===== src/rtl/truth_table_sweeper.sv =====
// Steps a 3-bit vector through 0..7, waits SETTLE_CYCLES per vector, captures s into truth_table.
// Optional macro SWEEP_MISMATCH_STOP_EN ends the sweep at the first bit that differs from EXPECTED.
// The captured-table port is named truth_table because 'table' is a reserved word in SystemVerilog.
module truth_table_sweeper #(
   parameter int unsigned SETTLE_CYCLES = 1,
   parameter logic [7:0]  EXPECTED      = 8'hFF
) (
   input  logic       clk,
   input  logic       rst,
   input  logic       start,
   output logic       a,
   output logic       b,
   output logic       c,
   input  logic       s,
   output logic       busy,
   output logic       done,
   output logic [7:0] truth_table,
   output logic       match
);

   // A setting of 0 is treated the same as 1.
   localparam int unsigned SETTLE_EFF = (SETTLE_CYCLES == 0) ? 1 : SETTLE_CYCLES;
   localparam logic [3:0]  CNT_LOAD   = 4'(SETTLE_EFF - 1);

   typedef enum logic [1:0] {IDLE, SETTLE, SAMPLE, DONE} state_t;

   state_t     state, state_d;
   logic [2:0] idx, idx_d;
   logic [3:0] cnt, cnt_d;
   logic [7:0] table_d, captured;
   logic       busy_d, done_d, match_d, stop;

   // The vector index doubles as the driven vector, so {a,b,c} holds 7 after the sweep.
   assign {a, b, c} = idx;

   always_comb begin
      // NOTE: every signal gets a default first so no path leaves it unassigned (no latches).
      state_d  = state;
      idx_d    = idx;
      cnt_d    = cnt;
      table_d  = truth_table;
      match_d  = match;
      busy_d   = busy;
      done_d   = 1'b0;
      captured = truth_table;
      captured[idx] = s;
`ifdef SWEEP_MISMATCH_STOP_EN
      stop = (idx == 3'd7) || (s != EXPECTED[idx]);
`else
      stop = (idx == 3'd7);
`endif
      case (state)
         IDLE: begin
            if (start) begin
               idx_d   = 3'd0;
               table_d = 8'h00;
               match_d = 1'b0;
               cnt_d   = CNT_LOAD;
               busy_d  = 1'b1;
               state_d = SETTLE;
            end
         end
         SETTLE: begin
            if (cnt == 4'd0) state_d = SAMPLE;
            else             cnt_d   = cnt - 4'd1;
         end
         SAMPLE: begin
            table_d = captured;
            if (stop) begin
               // An early stop always carries a differing bit, so this compare yields 0 there.
               match_d = (captured == EXPECTED);
               busy_d  = 1'b0;
               done_d  = 1'b1;
               state_d = DONE;
            end else begin
               idx_d   = idx + 3'd1;
               cnt_d   = CNT_LOAD;
               state_d = SETTLE;
            end
         end
         DONE:    state_d = IDLE;
         default: state_d = IDLE;
      endcase
   end

   always_ff @(posedge clk or posedge rst) begin
      if (rst) begin
         state       <= IDLE;
         idx         <= 3'd0;
         cnt         <= 4'd0;
         truth_table <= 8'h00;
         match       <= 1'b0;
         busy        <= 1'b0;
         done        <= 1'b0;
      end else begin
         // NOTE: non-blocking assignments so every register samples pre-edge values.
         state       <= state_d;
         idx         <= idx_d;
         cnt         <= cnt_d;
         truth_table <= table_d;
         match       <= match_d;
         busy        <= busy_d;
         done        <= done_d;
      end
   end

endmodule


===== config.mk =====
export PLATFORM = sky130hd
export DESIGN_NAME = truth_table_sweeper
export DESIGN_NICKNAME = d
export VERILOG_FILES = /design/src/rtl/truth_table_sweeper.sv
export SDC_FILE = /design/constraint.sdc
export NUM_CORES = 1
export LEC_CHECK = 0
export ABC_CLOCK_PERIOD_IN_PS = 2300
export CAP_MARGIN = 30
export CORE_MARGIN = 2
export CORE_UTILIZATION = 53
export CTS_BUF_LIST = sky130_fd_sc_hd__clkbuf_16
export DETAILED_ROUTE_END_ITERATION = 12
export PLACE_DENSITY = 0.78
export SYNTH_ARGS = -nofsm -noshare
export SYNTH_HDL_FRONTEND = slang
export SYNTH_SLANG_ARGS = --single-unit

===== constraint.sdc =====
create_clock -name clk -period 2.3 [get_ports clk]
set_clock_uncertainty 0.15 [all_clocks]
set_input_delay 0.23 -clock clk [delete_from_list [all_inputs] [get_ports clk]]
set_output_delay 0.23 -clock clk [all_outputs]
set_load 0.02 [all_outputs]

==> out/results.ini, run 1 <==
[finish]
diodes = 0
fillers = 169
finish.instance_area_um2 = 1500
drive_gt1_share_pct = 11.6
fin_nets = 156
syn2layout_area_growth_pct = 23.3
layout.cells.non_filler = 175

[synthesis]
syn_avg_cell_area_um2 = 9.41
syn_nets = 137
syn_inst = 129
ys_seq_area_share_pct = 41.2
yosys_warnings = 0
async_flop_share_pct = 100
ys.flop_type = dfrtp_1
synth_edf_count = 0
yosys_register_bits = 20
synth_area_um2 = 1210
synth.distinct_cells = 40

[clock_network]
cts_setup_buffers = 0
cts_resized = 0
cts.path.max_buffers = 2
insertion_delay_ns = 0.25
clk_pin_slew_ns = 0.05
clock-sinks = 20
postCtsHoldBufs = 0
root_buffer = clkbuf_16
htree_levels = 1
cts_tree = done
cts_buffers = 3

[sta]
fmax_mhz = 501
rsz0062_at_grt = no
slew_violations = 0
fin_crit_sh_pct = 86.7
setup_viol = 0
finalSetupTns_ns = 0
slew_headroom_pct = 71.0
fin_crit_ns = 2.00
finalHoldViolCount = 0
worst_slew_pin_slew_ns = 0.436

[critical_path]
worst_ep_required_time_ns = 1.92
path_max_fanout = 12
crit_type = reg2out
cp.arrival_ns = 1.62
start_kind = flip-flop
cp-end-kind = output pin

[place]
place_area_um2 = 1420
io_buffers = 17
gp_congestion = 0.837
dp_hpwl_mm = 1.91
dp.cells = 171

[drt]
wl_mm = 2.61
drt_iter0_markers = 15
first_pass_iters = 4
drcViolationCount = 0
drt-vias-per-instance = 5.94
ant_nets = 0
avgRoutedWirePerCell_um = 14.9
via_count = 1040

[global_routing]
track_usage_pct = 21.7
grt_pass1_vias = 958
grt_pass1_wl_mm = 4.24
antenna_found_initial = 0
grt_max_degree = 21
grt_overflow = 0

[die]
start_util_pct = 55.4
io_pins = 18
die_area_um2 = 2690
design.core.area_um2 = 2190
die_y_um = 51.9
die_w_um = 51.9
row_count = 17

[power_and_ir_drop]
max-vdd-ir-drop_v = 0.000871
power_w = 0.00163
powerDensity_nw_per_um2 = 1090
p_leak_nw = 0.634

[hold_path]
hp-class = in2async

[outcome]
status = finished clean

[run]
maxCapViolations = 0

-- where the power goes --
group	switching, W	internal [W]
logic	0.000374	0.000336
registers	0.000132	0.000430
clock network	0.000123	0.000231
-- per-layer routing --
layer	GRT usage (%)	vias to the layer above	part of all wire, %
li1	-	504	-
met1	26.6	504	45
met2	36.7	26	49
met3	3.45	6	3.6
met4	11.0	0	1.9
met5	0	-	0
-- Yosys cell counts (2+ instances only) --
| cell | number | share of area, % |
|---|---|---|
| nand3b_1 | 3 | 1.9 |
| nor3_1 | 2 | 0.82 |
| nor2b_1 | 6 | 3.1 |
| o22ai_1 | 4 | 2.1 |
| a22o_1 | 8 | 5.8 |
| xor2_1 | 3 | 2.2 |
| clkbuf_1 | 6 | 1.9 |
| inv_1 | 8 | 2.5 |
| mux2_2 | 4 | 3.7 |
| nand2b_1 | 2 | 1.0 |
| nand3_1 | 4 | 1.6 |
| a21oi_1 | 6 | 2.5 |
| dfrtp_1 | 20 | 41 |
| o41ai_1 | 2 | 1.4 |
| o21ai_0 | 8 | 3.3 |
| nand4_1 | 2 | 1.0 |
| o31ai_1 | 2 | 1.2 |
| nor2_1 | 5 | 1.5 |
| mux2i_1 | 2 | 1.6 |
| nand2_1 | 9 | 2.8 |
| ha_1 | 4 | 4.1 |
-- layout by cell type (no fill, tap or decap), types with 3 or more instances in the layout --
cell	instances
a22o_1	8
nand2_1	9
o21ai_0	8
nand3b_1	3
buf_4	6
mux2_2	4
clkbuf_16	3
xor2_1	3
a21oi_1	6
inv_1	8
o22ai_1	4
nand3_1	4
dfrtp_1	20
nor2_1	5
ha_1	4
nor2b_1	6
clkdlybuf4s50_1	17
-- area by class of cell --
cell class                 instances  area (um^2)  area share, %
inverter                           8         30.0           2.01
timing repair buffer              23          215           14.4
clock buffer                       3         75.1           5.02
sequential                        20          500           33.4
tap                               28         35.0           2.34
multi-input combinational         92          637           42.6
clock inverter                     1         3.75          0.251
-- kinds of logic (layout without fill, tap and decap cells) --
kind of cell | Yosys count | after routing | share of synthesized area [%]
AND/OR/NAND/NOR | 40 | 40 | 18.4
flip-flops | 20 | 20 | 41.2
AO/OA/AOI/OAI | 39 | 39 | 22.5
XOR/XNOR | 3 | 3 | 2.17
multiplexers | 6 | 6 | 5.36
adder cells (fa/ha/maj) | 4 | 4 | 4.12
buffers and inverters | 17 | 35 | 6.29
-- flip-flops by register name (all words and copies together), names as in the netlist --
register	cells
done	1
busy	1
truth_table	8
state	2
idx	3
match	1
cnt	4
-- worst max-delay path, cell delays in order, from the launching register on --
cell and delay [ns]:
dfrtp_1 0.53, buf_4 0.23, clkdlybuf4s50_1 0.61
-- worst paths after layout --
check	from	endpoint	slack, ns	cells after the start
max in group asynchronous	rst	idx[0]	1.63	3
hold reg to reg	cnt[0]	cnt[0]	0.38	1
hold / removal	rst	idx[1]	0.16	3
setup reg to reg	idx[0]	idx[0]	0.37	5
min in group clk	cnt[0]	cnt[0]	0.38	1
setup / recovery	idx[0]	c	0.30	2
-- stage by stage --
| stage | util [%] | setup slack [ns] | hold slack [ns] |
|---|---|---|---|
| 3_5_place_dp | 64.7 | 0.415 | 0.364 |
| 4_1_cts | 68.3 | 0.313 | 0.165 |
| 5_1_grt | 68.3 | 0.237 | 0.191 |
| 6_report | 68.3 | 0.305 | 0.159 |
| 2_1_floorplan | - | 0.390 | 0.0438 |
| 3_3_place_gp | 64.7 | 0.433 | 0.351 |
Power figures use the tool's default switching activity.
==> inputs of run 2 (changes only) <==
- CORE_ASPECT_RATIO: unset -> 0.9
==> out/results.ini, run 2 (synthesis gave the netlist of run 1 again) <==
[place]
dp_hpwl_mm = 1.89  ; was 1.91 mm
gp_congestion = 0.827  ; was 0.837
dp.cells = 170  ; was 171
io_buffers = 17  ; unchanged
place_area_um2 = 1420  ; about the same

[power_and_ir_drop]
clkPwrFrac_pct = 22.0  ; was 21.8%
p_leak_nw = 0.634  ; about the same
comb_power_share_pct = 45.2  ; was 43.7%
power_switching_w = 0.000633  ; was 0.000629 W
powerDensity_nw_per_um2 = 1100  ; was 1090 nW/um^2
seq_power_share_pct = 32.9  ; was 34.5%
max-vdd-ir-drop_v = 0.000669  ; was 0.000871 V
swShare_pct = 38.6  ; was 38.7%
p_int_w = 0.00101  ; was 0.000997 W

[global_routing]
antenna_found_initial = 0  ; unchanged
grt_max_degree = 21  ; unchanged
track_usage_pct = 23.8  ; was 21.7%
grt_pass1_vias = 974  ; was 958
grt_pass1_wl_mm = 4.68  ; was 4.24 mm
grt_overflow = 0  ; unchanged

[clock_network]
cts.path.max_buffers = 2  ; unchanged
cts_setup_buffers = 0  ; unchanged
htree_levels = 1  ; unchanged
root_buffer = clkbuf_16  ; unchanged
postCtsHoldBufs = 0  ; unchanged
clock-sinks = 20  ; unchanged
cts_buffers = 3  ; unchanged
clk_pin_slew_ns = 0.05  ; about the same
cts_resized = 0  ; unchanged
insertion_delay_ns = 0.25  ; about the same
cts_tree = done  ; unchanged

[critical_path]
crit_type = reg2out  ; unchanged
cp-end-kind = output pin  ; unchanged
path_max_fanout = 12  ; unchanged
start_kind = flip-flop  ; unchanged
worst_ep_required_time_ns = 1.92  ; about the same
cp.arrival_ns = 1.60  ; was 1.62 ns

[die]
row_count = 16  ; was 17
die_y_um = 49.4  ; was 51.9 um
start_util_pct = 55.6  ; was 55.4%
die_area_um2 = 2690  ; about the same
io_pins = 18  ; unchanged
design.core.area_um2 = 2180  ; was 2190 um^2
die_w_um = 54.4  ; was 51.9 um

[finish]
largest_reg_flops = 8  ; unchanged
final_common_cell = dfrtp_1  ; unchanged
diodes = 0  ; unchanged
fillers = 179  ; was 169
regMostFlops = truth_table  ; unchanged
reg_top3 = truth_table x8, cnt x4, idx x3  ; unchanged
drive_gt1_share_pct = 11.6  ; unchanged
syn2layout_area_growth_pct = 23.2  ; was 23.3%
finish.instance_area_um2 = 1500  ; about the same
seq_area_um2 = 500  ; unchanged
layout_common_cells = dfrtp_1, clkdlybuf4s50_1, nand2_1  ; unchanged
multi_input_area_um2 = 637  ; unchanged
layout.cells.non_filler = 174  ; was 175
fin_nets = 156  ; unchanged

[outcome]
status = finished clean  ; unchanged

[sta]
slew_violations = 0  ; unchanged
fin_crit_ns = 1.98  ; was 2.00 ns
worst_slew_pin_slew_ns = 0.768  ; was 0.436 ns
finalSetupTns_ns = 0  ; unchanged
finalHoldViolCount = 0  ; unchanged
slew_headroom_pct = 48.7  ; was 71.0%
fin_crit_sh_pct = 85.9  ; was 86.7%
fmax_mhz = 506  ; was 501 MHz
rsz0062_at_grt = no  ; unchanged
setup_viol = 0  ; unchanged

[drt]
ant_nets = 0  ; unchanged
drt-vias-per-instance = 5.98  ; was 5.94
drt_iter0_markers = 34  ; was 15
first_pass_iters = 4  ; unchanged
drcViolationCount = 0  ; unchanged
via_count = 1041  ; was 1,040
avgRoutedWirePerCell_um = 15.3  ; was 14.9 um
wl_mm = 2.67  ; was 2.61 mm

[hold_path]
hp-class = in2async  ; unchanged

[run]
maxCapViolations = 0  ; unchanged

-- run 2: cell counts in the layout (fill, tap and decap cells not counted) --
No cell type changed its count.
-- run 2: final cells by class --
cell class                      count  area share, %
Clock buffer                        3           5.02
Clock inverter                      1          0.251
Inverter                            8           2.01
Multi-Input combinational cell     92           42.6
Sequential cell                    20           33.5
Tap cell                           27           2.26
Timing Repair Buffer               23           14.4
-- run 2: per-stage QoR --
step	setup slack, ns	total power (W)	hold WS, ns	util (%)
floorplan	0.390	0.00105	0.0438	-
global route	0.263	0.00176	0.371	68.5
CTS	0.339	0.00164	0.307	68.5
detailed placement	0.447	0.00128	0.356	64.9
global placement	0.502	0.00125	0.349	64.9
finish	0.324	0.00164	0.266	68.5
-- run 2: final timing paths --
kind	from	end	slack [ns]	cells after the start
min in group clk	cnt[0]	cnt[0]	0.36	1
min	rst	cnt[2]	0.27	2
max	idx[0]	c	0.32	2
max in group asynchronous	rst	truth_table[5]	1.25	2
max reg2reg	idx[0]	truth_table[1]	0.36	5
min reg2reg	cnt[0]	cnt[0]	0.36	1
-- run 2: power groups by stage --
stage	logic (W)	registers (W)	clock network, W
floorplan	0.000506	0.000548	0
CTS	0.000737	0.000538	0.000368
finish	0.000741	0.000539	0.000360
global placement	0.000709	0.000538	0
detailed placement	0.000734	0.000542	0
global route	0.000817	0.000559	0.000384
-- run 2: worst max-delay path: stages (launching register included) --
cell and delay (ns):
dfrtp_1 0.47, buf_4 0.23, clkdlybuf4s50_1 0.64
-- run 2: metal layers --
layer  GRT usage [%]  part of all wire [%]  up-vias  wire length [um]
met4            7.50                  0.94        0                25
met3            3.99                   5.9        2               157
met2            33.7                    46       31              1220
met1            36.6                    47      506              1270
li1                -                     -      502                 -
met5               0                     0        -                 0
